## config.mk

```make
export PLATFORM = sky130hd
export DESIGN_NAME = lcg_state_ctrl
export DESIGN_NICKNAME = d
export VERILOG_FILES = /design/src/rtl/mdclcg_pkg.sv /design/src/rtl/lcg_lat_timer.sv /design/src/rtl/lcg_state_ctrl.sv
export SDC_FILE = /design/constraint.sdc
export NUM_CORES = 1
export LEC_CHECK = 0
export BUFFER_PORTS_ARGS = -buffer_cell sky130_fd_sc_hd__buf_2
export CORE_MARGIN = 5
export CORE_UTILIZATION = 52
export DETAILED_ROUTE_END_ITERATION = 12
export PLACE_DENSITY = 0.89
export SYNTH_ARGS = -nofsm -noshare
export SYNTH_HDL_FRONTEND = slang
export SYNTH_SLANG_ARGS = --single-unit
```

## constraint.sdc

```tcl
create_clock -name clk -period 4.5 [get_ports clk]
set_input_delay 1.35 -clock clk [delete_from_list [all_inputs] [get_ports clk]]
set_output_delay 1.35 -clock clk [all_outputs]
set_load 0.02 [all_outputs]
```

## src/rtl/mdclcg_pkg.sv

```systemverilog
// Shared types and helpers for the LCG state/control stage.
`timescale 1ns/1ps
package mdclcg_pkg;

  localparam int unsigned WIDTH_DEFAULT = 64;
  localparam int unsigned CNT_W         = 32;
  localparam int unsigned MASK_MAX_W    = 64;

  typedef enum logic [1:0] {
    IDLE = 2'd0,
    WAIT = 2'd1,
    HOLD = 2'd2
  } state_e;

  // Modulus mask 2^mod_bits - 1, saturating to all ones at full width.
  function automatic logic [MASK_MAX_W-1:0] mod_mask(input int unsigned mod_bits);
    if (mod_bits >= MASK_MAX_W) return '1;
    return (MASK_MAX_W'(1) << mod_bits) - MASK_MAX_W'(1);
  endfunction

endpackage

```

## src/rtl/lcg_lat_timer.sv

```systemverilog
// Datapath latency down-counter.
//  clk, rst_n : clock, async active-low reset
//  clear_i    : force count to zero (highest priority)
//  load_i     : load DP_LAT-1
//  dec_i      : decrement, stops at zero
//  zero_o     : registered count==0 flag
`timescale 1ns/1ps
module lcg_lat_timer #(
  parameter int unsigned DP_LAT = 2
) (
  input  logic clk,
  input  logic rst_n,
  input  logic clear_i,
  input  logic load_i,
  input  logic dec_i,
  output logic zero_o
);

  localparam int unsigned   CW       = $clog2(DP_LAT + 1);
  localparam logic [CW-1:0] LOAD_VAL = CW'(DP_LAT - 1);

  logic [CW-1:0] cnt_q, cnt_d;
  logic          zero_q;

  // Next count: clear > load > decrement.
  always_comb begin
    cnt_d = cnt_q;
    if (clear_i)                    cnt_d = '0;
    else if (load_i)                cnt_d = LOAD_VAL;
    else if (dec_i && cnt_q != '0)  cnt_d = cnt_q - CW'(1);
  end

  always_ff @(posedge clk or negedge rst_n) begin
    if (!rst_n) begin
      cnt_q  <= '0;
      zero_q <= 1'b1;
    end else begin
      cnt_q  <= cnt_d;
      zero_q <= (cnt_d == '0);
    end
  end

  assign zero_o = zero_q;

endmodule

```

## src/rtl/lcg_state_ctrl.sv

```systemverilog
// LCG state/control stage: holds state x, waits DP_LAT cycles for the
// upstream multiply-add result S_in, captures it as the next state and
// offers it on a valid/ready output.
//  clk, rst_n       : clock, async active-low reset
//  seed_load, seed  : load seed into state (overrides everything else)
//  run              : keep generating while high
//  S_in             : next-state candidate from the sum generator
//  x_out            : current state to the datapath
//  rnd_data/valid   : generated value, held until rnd_ready
//  busy             : FSM not idle
//  gen_count        : accepted outputs, wrapping
`timescale 1ns/1ps
module lcg_state_ctrl
  import mdclcg_pkg::*;
#(
  parameter int unsigned      WIDTH        = WIDTH_DEFAULT,
  parameter int unsigned      MOD_BITS     = 64,
  parameter int unsigned      DP_LAT       = 2,
  parameter logic [WIDTH-1:0] SEED_DEFAULT = '0
) (
  input  logic             clk,
  input  logic             rst_n,
  input  logic             seed_load,
  input  logic [WIDTH-1:0] seed,
  input  logic             run,
  input  logic [WIDTH-1:0] S_in,
  output logic [WIDTH-1:0] x_out,
  output logic [WIDTH-1:0] rnd_data,
  output logic             rnd_valid,
  input  logic             rnd_ready,
  output logic             busy,
  output logic [CNT_W-1:0] gen_count
);

  localparam logic [WIDTH-1:0] MASK = WIDTH'(mod_mask(MOD_BITS));

  state_e             state_q, state_d;
  logic [WIDTH-1:0]   x_q, x_d;
  logic [WIDTH-1:0]   data_q, data_d;
  logic               valid_q, valid_d;
  logic [CNT_W-1:0]   gen_count_q, gen_count_d;
  logic               lat_load, lat_dec, lat_clear, lat_zero;

  lcg_lat_timer #(.DP_LAT(DP_LAT)) u_lat (
    .clk     (clk),
    .rst_n   (rst_n),
    .clear_i (lat_clear),
    .load_i  (lat_load),
    .dec_i   (lat_dec),
    .zero_o  (lat_zero)
  );

  // Next-state and register-input logic.
  always_comb begin
    state_d     = state_q;
    x_d         = x_q;
    data_d      = data_q;
    valid_d     = valid_q;
    gen_count_d = gen_count_q;
    lat_load    = 1'b0;
    lat_dec     = 1'b0;
    lat_clear   = 1'b0;

    // valid is only ever high in HOLD, so this is the handshake; it still
    // counts when a seed load lands in the same cycle.
    if (valid_q && rnd_ready) gen_count_d = gen_count_q + CNT_W'(1);

    if (seed_load) begin
      x_d       = seed & MASK;
      valid_d   = 1'b0;
      state_d   = IDLE;
      lat_clear = 1'b1;
    end else begin
      unique case (state_q)
        IDLE: begin
          if (run) begin
            state_d  = WAIT;
            lat_load = 1'b1;
          end
        end
        WAIT: begin
          if (lat_zero) begin
            x_d     = S_in & MASK;
            data_d  = S_in & MASK;
            valid_d = 1'b1;
            state_d = HOLD;
          end else begin
            lat_dec = 1'b1;
          end
        end
        HOLD: begin
          if (rnd_ready) begin
            valid_d = 1'b0;
            if (run) begin
              state_d  = WAIT;
              lat_load = 1'b1;
            end else begin
              state_d = IDLE;
            end
          end
        end
        default: begin
          state_d = IDLE;
          valid_d = 1'b0;
        end
      endcase
    end
  end

  always_ff @(posedge clk or negedge rst_n) begin
    if (!rst_n) begin
      state_q     <= IDLE;
      x_q         <= SEED_DEFAULT & MASK;
      data_q      <= '0;
      valid_q     <= 1'b0;
      gen_count_q <= '0;
    end else begin
      state_q     <= state_d;
      x_q         <= x_d;
      data_q      <= data_d;
      valid_q     <= valid_d;
      gen_count_q <= gen_count_d;
    end
  end

  assign x_out     = x_q;
  assign rnd_data  = data_q;
  assign rnd_valid = valid_q;
  assign gen_count = gen_count_q;
  assign busy      = (state_q != IDLE);

endmodule

```

==> results of run 1 <==
## area by class of cell
class | instances | area [µm²]
sequential | 166 | 4160
fill | 944 | 4010
multi-input combinational | 360 | 2680
timing repair buffer | 301 | 1550
clock buffer | 19 | 453
tap | 176 | 220
clock inverter | 13 | 100
inverter | 8 | 30.0
## cell families (layout without fill, tap and decap cells)
family	after synthesis	count (layout)
flops	166	166
mux	129	129
simple gates	126	126
compound gates	71	71
buf+inv	36	341
xor+xnor	32	32
fa+ha+maj	2	2
## layer usage
metal	vias to the layer above	part of all wire, %	global-route usage (%)
met3	48	7.6	6.90
met4	0	3.8	10.9
met1	2701	38	26.9
li1	2539	-	-
met2	222	50	38.4
met5	-	0	0
## cells in the final DEF (no fill, tap or decap), types with 3 or more instances in the layout
cell type and count:
buf_2 292, dfrtp_1 165, nand2_1 73, o21ai_0 66, mux2_2 65, mux2i_1 64, xnor2_1 21, clkbuf_16 17
nand3_1 13, xor2_1 11, nor2_1 10, inv_1 8, buf_4 7, clkinvlp_4 5, a21oi_1 4, nand4_1 4
nor3_1 3, and4_1 3, and3_1 3, clkinv_4 3, inv_6 3
## power by group through the flow
stage	Sequential (mW)	Clock, mW	Combinational [mW]
global placement	1.92	0	1.11
global route	1.95	1.43	1.20
finish	1.92	1.34	1.12
detailed placement	1.94	0	1.13
CTS	1.92	1.37	1.14
floorplan	2.26	0	0.329
## flip-flops by register name, summed over array words and instances (netlist names)
register and flops:
u_lat.zero_o 1, state_q 2, rnd_valid 1, u_lat.cnt_q 2, x_out 64, rnd_data 64, gen_count 32
## stage by stage
| stage | instance area (µm²) | instances |
|---|---|---|
| 2_1_floorplan | 6980 | 562 |
| 3_3_place_gp | 8630 | 1011 |
| 3_5_place_dp | 8630 | 1011 |
| 4_1_cts | 9180 | 1043 |
| 5_1_grt | 9180 | 1043 |
| 6_report | 9180 | 1043 |
## worst max-delay path: cells and delay by family, from the launching register on
kind	cells	cell delay [ns]
buffers and inverters	1	0.17
AND/OR/NAND/NOR	1	0.31
flip-flops	1	0.43
## worst paths after layout
kind,to,cells after the start
hold reg to reg,gen_count[31],1
hold / removal,gen_count[31],1
setup reg to reg,x_out[12],5
setup / recovery,busy,2
max in group asynchronous,x_out[53],2
min in group asynchronous,rnd_data[7],1
==> impl_metrics.json, run 1 <==
{
  "post_synthesis_instance_total": 562,
  "synth.yosys.warnings": 0,
  "cts_hold_buffers": 0,
  "r2r-start": "state_q[0]",
  "arrival_ns": 1.31,
  "num_io_pins": 295,
  "total_global_routing_track_utilization_pct": 22.8,
  "final_min_period_over_clock_period_pct": 59.2,
  "grt_max_degree": 97,
  "critical_path.startpoint": "state_q[0]",
  "vias": 5510,
  "syn_to_final_growth_pct": 31.6,
  "synth_seq_cells": 166,
  "yosys.area_share.adder_pct": 0.359,
  "hold_viol": 0,
  "fin_tns_setup_ns": 0,
  "setup-violations-final": 0,
  "initial_antenna_violation_count": 0,
  "routed_via_density": 5.28,
  "pre_cts_ws_ns": 1.60,
  "hpwl_um": 13400,
  "crit_path_end_kind": "output pin",
  "fmaxAchievable_mhz": 375,
  "combPwrFrac_pct": 25.7,
  "mappedNetlistArea_mm2": 0.00698,
  "main_combinational_cell_family_by_area_after_synthesis": "multiplexers",
  "crit_path_kind": "reg -> out",
  "final-max-slew-violation-count": 0,
  "htreeDepth": 4,
  "io_buffers": 294,
  "max-cap-violations": 0,
  "grt_first_pass_wirelength_um": 29000,
  "clkTransAtPathRegs_ns": 0.06,
  "rsz0062_at_grt": "no",
  "share_of_cells_above_drive_strength_1_pct": 47.3,
  "layout.core_utilization_pct": 69.6,
  "synth_compound_gate_area_share_pct": 5.15,
  "internal_power_mw": 2.95,
  "run_status": "complete, no violations",
  "postSynthAreaPerCell_um2": 12.4,
  "synth_top_area_share_pct": 59.2,
  "place.gp.congestion": 0.861,
  "relative_contribution_of_the_clock_network_to_total_power_pct": 30.5,
  "p_leak_nw": 4.93,
  "synth_seq_area_share_pct": 59.5,
  "cts-root-to-sink-buffers": 2,
  "die_h_um": 126,
  "final.min_clock_period_ns": 2.66,
  "worst-r2r-setup-slack_ns": 2.19,
  "critical_path.max_fanout": 6,
  "post_synth_main_area_contributors": "dfrtp_1 59%, mux2_2 10%, mux2i_1 9.2%, o21ai_0 4.7%, nand2_1 3.9%",
  "tritoncts.num_buffers": 17,
  "critPathSlowestCell": "dfrtp_1",
  "critPathRequiredTime_ns": 3.15,
  "yosysTopAreaCell": "dfrtp_1",
  "post_drt_wl_per_cell_um": 17.3,
  "netSwitchingFraction_pct": 32.6,
  "diodes": 0,
  "timing.hold.worst.class": "reg -> reg",
  "final.setup.worst_slack_ns": 1.84,
  "tritoncts_num_sinks": 166,
  "std_cell_rows": 42,
  "detailedRoute.firstPassIterationCount": 4,
  "net-switching-power_mw": 1.43,
  "worst_skew_pair.late_latency_ns": 0.42,
  "fin_total_pwr_mw": 4.38,
  "post_cts.resized_instances": 0,
  "post-cts-setup-buffer-count": 0,
  "vias_in_the_first_global_route": 5668,
  "clk_root_buffer_cell": "clkbuf_16",
  "yosys-mux-area-fraction_pct": 19.7,
  "path_cells": "or2_2 > buf_2",
  "netlist-cell-type-count": 33,
  "dominantRegCellSynth": "dfrtp_1",
  "critical_path.startpoint_type": "flop",
  "routed_wl_um": 18000,
  "power.sequential.fraction_pct": 43.8,
  "finish.net_count": 989,
  "synth-edff-count": 0,
  "first_iteration_detailed_routing_drc_count": 190,
  "asyncSetResetFlopFracSynth_pct": 100,
  "mappedNetlistNets": 697,
  "timing_worst_slew_pin_value_ns": 0.857,
  "floorplan.initialDensity_pct": 52.9,
  "post-synth-top-count-cell": "dfrtp_1",
  "detail_route.drc_violations": 0,
  "power-per-cell-area_mw_per_mm2": 477,
  "floorplan.die_area_mm2": 0.0158,
  "globalRoute.totalOverflow": 0,
  "core_area_mm2": 0.0132,
  "antenna_left": 0,
  "maximum_clock_skew_at_final_layout_ns": 0.00913,
  "slew-limit-headroom_pct": 42.8,
  "cpPeakStageDelay_ns": 0.43,
  "vdd.ir_drop.worst_uv": 286,
  "finalHoldWorstSlack_ns": 0.481,
  "cts_tree": "yes",
  "synthSimpleGateAreaFrac_pct": 9.11,
  "synth_common_cells": "165 x dfrtp_1, 73 x nand2_1, 66 x o21ai_0, 65 x mux2_2, 64 x mux2i_1",
  "hp-start": "gen_count[31]",
  "fp.dieW_um": 126,
  "synth_xor_area_share_pct": 4.02
}
(Power assumes the default switching activity.)
==> run 2: changes to the inputs <==
--- a/config.mk
+++ b/config.mk
@@ -7,9 +7,9 @@
 export LEC_CHECK = 0
 export BUFFER_PORTS_ARGS = -buffer_cell sky130_fd_sc_hd__buf_2
 export CORE_MARGIN = 5
-export CORE_UTILIZATION = 52
+export CORE_UTILIZATION = 43
 export DETAILED_ROUTE_END_ITERATION = 12
-export PLACE_DENSITY = 0.89
+export PLACE_DENSITY = 0.79
 export SYNTH_ARGS = -nofsm -noshare
 export SYNTH_HDL_FRONTEND = slang
 export SYNTH_SLANG_ARGS = --single-unit
==> constraint.sdc (replaced) <==
create_clock -name clk -period 2.15 [get_ports clk]
set_input_delay 0.645 -clock clk [delete_from_list [all_inputs] [get_ports clk]]
set_output_delay 0.645 -clock clk [all_outputs]
set_load 0.02 [all_outputs]
==> impl_metrics.json, run 2 (synthesis gave the netlist of run 1 again) <==
{
  "syn_to_final_growth_pct": 33.4,
  "cts_hold_buffers": 0,
  "stdcell_count": 1087,
  "diodes": 0,
  "core_area_mm2": 0.0159,
  "io_buffers": 294,
  "cts-root-to-sink-buffers": 2,
  "clk_root_buffer_cell": "clkbuf_16",
  "worst-r2r-cell-count": 4,
  "timing_worst_slew_pin_value_ns": 0.783,
  "crit_path_end_kind": "output pin",
  "pre_cts_ws_ns": 0.202,
  "cts_tree": "yes",
  "critPathRequiredTime_ns": 1.50,
  "final_min_period_over_clock_period_pct": 90.1,
  "clkTransAtPathRegs_ns": 0.06,
  "hold_viol": 0,
  "net-switching-power_mw": 2.88,
  "critical_path.max_fanout": 6,
  "routed_via_density": 4.97,
  "slew-limit-headroom_pct": 47.8,
  "std_cell_rows": 46,
  "worst_skew_pair.late_latency_ns": 0.41,
  "vias_in_the_first_global_route": 5593,
  "floorplan.die_area_mm2": 0.0189,
  "grt_max_degree": 91,
  "first_iteration_detailed_routing_drc_count": 210,
  "power.sequential.fraction_pct": 43.3,
  "power-per-cell-area_mw_per_mm2": 993,
  "final_common_cell": "buf_2",
  "combPwrFrac_pct": 25.6,
  "grt_first_pass_wirelength_um": 28000,
  "num_io_pins": 295,
  "fin_tns_setup_ns": 0,
  "initial_antenna_violation_count": 0,
  "globalRoute.totalOverflow": 0,
  "hpwl_um": 13300,
  "final.min_clock_period_ns": 1.94,
  "layout.core_utilization_pct": 58.6,
  "floorplan.initialDensity_pct": 43.9,
  "place.gp.congestion": 0.806,
  "antenna_left": 0,
  "tritoncts_num_sinks": 166,
  "fp.dieW_um": 137,
  "setup-violations-final": 0,
  "multi_input_comb_area_mm2": 0.00268,
  "maximum_clock_skew_at_final_layout_ns": 0.0105,
  "sequential_cell_area_mm2": 0.00416,
  "detailedRoute.firstPassIterationCount": 4,
  "relative_contribution_of_the_clock_network_to_total_power_pct": 31.1,
  "arrival_ns": 1.29,
  "rsz0062_at_grt": "no",
  "post_cts.resized_instances": 0,
  "total_global_routing_track_utilization_pct": 18.9,
  "internal_power_mw": 6.37,
  "tritoncts.num_buffers": 17,
  "p_leak_nw": 4.98,
  "final-max-slew-violation-count": 0,
  "fmaxAchievable_mhz": 516,
  "final.setup.worst_slack_ns": 0.213,
  "post-cts-setup-buffer-count": 0,
  "detail_route.drc_violations": 0,
  "netSwitchingFraction_pct": 31.2,
  "post_drt_wl_per_cell_um": 16.6,
  "vdd.ir_drop.worst_uv": 522,
  "vias": 5404,
  "final_cell_mix": "292 x buf_2, 165 x dfrtp_1, 73 x nand2_1, 66 x o21ai_0, 65 x mux2_2",
  "run_status": "complete, no violations",
  "finalHoldWorstSlack_ns": 0.149,
  "die_h_um": 137,
  "critical_path.startpoint_type": "flop",
  "share_of_cells_above_drive_strength_1_pct": 47.2,
  "htreeDepth": 4,
  "fillerInstances": 1360,
  "routed_wl_um": 18100,
  "place_inst": 1058,
  "timing.hold.worst.class": "in -> async",
  "max-cap-violations": 0,
  "finish.net_count": 996,
  "crit_path_kind": "reg -> out"
}
run 2: power groups by stage:
stage	clock network, mW	registers (mW)	logic [mW]
after floorplan	0	4.74	0.689
after global placement	0	4.02	2.36
after detailed placement	0	4.05	2.40
after CTS	2.96	4.00	2.40
after global routing	3.10	4.08	2.54
final	2.88	4.00	2.37
run 2: layout make-up:
class                   count  share of cell area [%]
multi-input cells         360                    28.8
clock buffers              21                    4.84
inverters                   8                   0.322
clock inverters             8                    1.10
well taps                 216                    2.90
repair buffers            308                    17.4
flip-flops and latches    166                    44.6
run 2: path summary, 6_finish.rpt:
check / startpoint / end / slack [ns]
max: state_q[0] / busy / 0.21
min: rst_n / rnd_data[11] / 0.15
max reg2reg: u_lat.zero_o / rnd_data[17] / 0.41
min reg2reg: gen_count[31] / gen_count[31] / 0.49
max in group asynchronous: rst_n / u_lat.zero_o / 1.32
min in group clk: seed[9] / x_out[9] / 0.44
run 2: critical path, cell delays in order (launching register included):
cell and delay, ns:
dfrtp_1 0.42, or2_2 0.31, buf_2 0.17
run 2: per-layer routing:
layer / track usage (%) / wire, µm / vias up
met5: 0 / 0 / -
met1: 22.2 / 6990 / 2625
li1: - / - / 2541
met3: 5.48 / 1460 / 27
met4: 7.04 / 383 / 0
met2: 32.6 / 9230 / 211
run 2: metrics by stage:
stage	area [µm²]	power, mW
floorplan	6980	5.43
global placement	8760	6.38
detailed placement	8760	6.45
CTS	9310	9.37
global route	9310	9.72
finish	9310	9.25
==> run 3: changes to the inputs <==
--- a/config.mk
+++ b/config.mk
@@ -6,6 +6,7 @@
 export NUM_CORES = 1
 export LEC_CHECK = 0
 export BUFFER_PORTS_ARGS = -buffer_cell sky130_fd_sc_hd__buf_2
+export CORE_ASPECT_RATIO = 0.9
 export CORE_MARGIN = 5
 export CORE_UTILIZATION = 43
 export DETAILED_ROUTE_END_ITERATION = 12
==> impl_metrics.json, run 3 (synthesis gave the netlist of run 1 again) <==
{
  "core_area_mm2": 0.0160,
  "detailedRoute.firstPassIterationCount": 4,
  "std_cell_rows": 44,
  "rr_endpoint": "gen_count[25]",
  "run_status": "complete, no violations",
  "tritoncts_num_sinks": 166,
  "timing_worst_slew_pin_value_ns": 0.789,
  "fp.dieW_um": 144,
  "htreeDepth": 4,
  "r2r-start": "gen_count[7]",
  "final_cell_mix": "292 x buf_2, 165 x dfrtp_1, 73 x nand2_1, 66 x o21ai_0, 65 x mux2_2",
  "io_buffers": 294,
  "slew-limit-headroom_pct": 47.4,
  "cts-root-to-sink-buffers": 2,
  "max-cap-violations": 0,
  "grt_max_degree": 88,
  "timing.hold.worst.class": "in -> async",
  "initial_antenna_violation_count": 2,
  "antenna_left": 0,
  "routed_via_density": 5.02,
  "fin_tns_setup_ns": 0,
  "fmaxAchievable_mhz": 512,
  "first_iteration_detailed_routing_drc_count": 169,
  "place.gp.congestion": 0.804,
  "syn_to_final_growth_pct": 35.0,
  "detail_route.drc_violations": 0,
  "globalRoute.totalOverflow": 0,
  "vias": 5438,
  "worst_skew_pair.late_latency_ns": 0.42,
  "final.setup.worst_slack_ns": 0.196,
  "crit_path_kind": "reg -> out",
  "vdd.ir_drop.worst_uv": 631,
  "crit_path_end_kind": "output pin",
  "final.min_clock_period_ns": 1.95,
  "maximum_clock_skew_at_final_layout_ns": 0.00904,
  "total_global_routing_track_utilization_pct": 19.2,
  "routed_wl_um": 18100,
  "final_common_cell": "buf_2",
  "final-max-slew-violation-count": 0,
  "num_io_pins": 295,
  "rsz0062_at_grt": "no",
  "post_dp_cell_area_mm2": 0.00879,
  "critical_path.startpoint_type": "flop",
  "vias_in_the_first_global_route": 5616,
  "final_min_period_over_clock_period_pct": 90.9,
  "clk_root_buffer_cell": "clkbuf_16",
  "critPathRequiredTime_ns": 1.50,
  "post-cts-setup-buffer-count": 0,
  "pre_cts_ws_ns": 0.309,
  "finish.net_count": 998,
  "p_leak_nw": 5.04,
  "share_of_cells_above_drive_strength_1_pct": 47.5,
  "hpwl_um": 13600,
  "floorplan.die_area_mm2": 0.0189,
  "finalInstanceArea_mm2": 0.00942,
  "critical_path.max_fanout": 6,
  "tritoncts.num_buffers": 17,
  "grt_first_pass_wirelength_um": 28600,
  "power-per-cell-area_mw_per_mm2": 1020,
  "post_cts.resized_instances": 0,
  "worst-r2r-setup-slack_ns": 0.35,
  "cts_hold_buffers": 0,
  "clkTransAtPathRegs_ns": 0.06,
  "die_h_um": 131,
  "setup-violations-final": 0,
  "post_drt_wl_per_cell_um": 16.7,
  "worst-r2r-cell-count": 5,
  "hold_viol": 0,
  "arrival_ns": 1.31,
  "cts_tree": "yes",
  "floorplan.initialDensity_pct": 43.6
}
run 3: final cells by class:
| cell class | instances | area [µm²] |
|---|---|---|
| inverters | 8 | 30.0 |
| diodes | 1 | 2.50 |
| well taps | 207 | 259 |
| multi-input cells | 360 | 2680 |
| clock inverters | 10 | 168 |
| fillers | 1358 | 6600 |
| clock buffers | 22 | 464 |
| flip-flops and latches | 166 | 4160 |
| repair buffers | 310 | 1660 |
run 3: metrics by stage:
| stage | cells | power, mW | hold slack, ns | util (%) |
|---|---|---|---|---|
| floorplan | 562 | 5.43 | 0.349 | - |
| global placement | 1051 | 6.39 | 0.474 | 54.9 |
| detailed placement | 1051 | 6.46 | 0.478 | 54.9 |
| CTS | 1083 | 9.73 | 0.135 | 58.8 |
| global route | 1084 | 10.1 | 0.142 | 58.8 |
| finish | 1084 | 9.60 | 0.137 | 58.8 |
run 3: worst max path at each step:
stage / startpoint / slack, ns / end / cells after the start
floorplan: seed_load / 0.21 / rnd_data[10] / 4
global placement: rnd_ready / 0.37 / gen_count[26] / 7
detailed placement: rnd_ready / 0.31 / gen_count[26] / 7
CTS: state_q[0] / 0.16 / busy / 2
global route: state_q[0] / 0.12 / busy / 2
finish: state_q[0] / 0.20 / busy / 2
run 3: power breakdown:
group | switching (mW) | total, mW | internal [mW]
combinational | 1.41 | 2.37 | 0.959
sequential | 0.313 | 4.00 | 3.69
clock | 1.21 | 3.23 | 2.02
total | 2.93 | 9.60 | 6.67
run 3: routing by layer:
metal	track usage, %	wire length (µm)
met5	0	13
met2	32.0	8960
met4	6.91	281
met3	5.46	1450
met1	24.1	7360
run 3: worst max-delay path, stage by stage, from the launching register on:
cell     delay (ns)
dfrtp_1        0.43
or2_2          0.31
buf_2          0.16
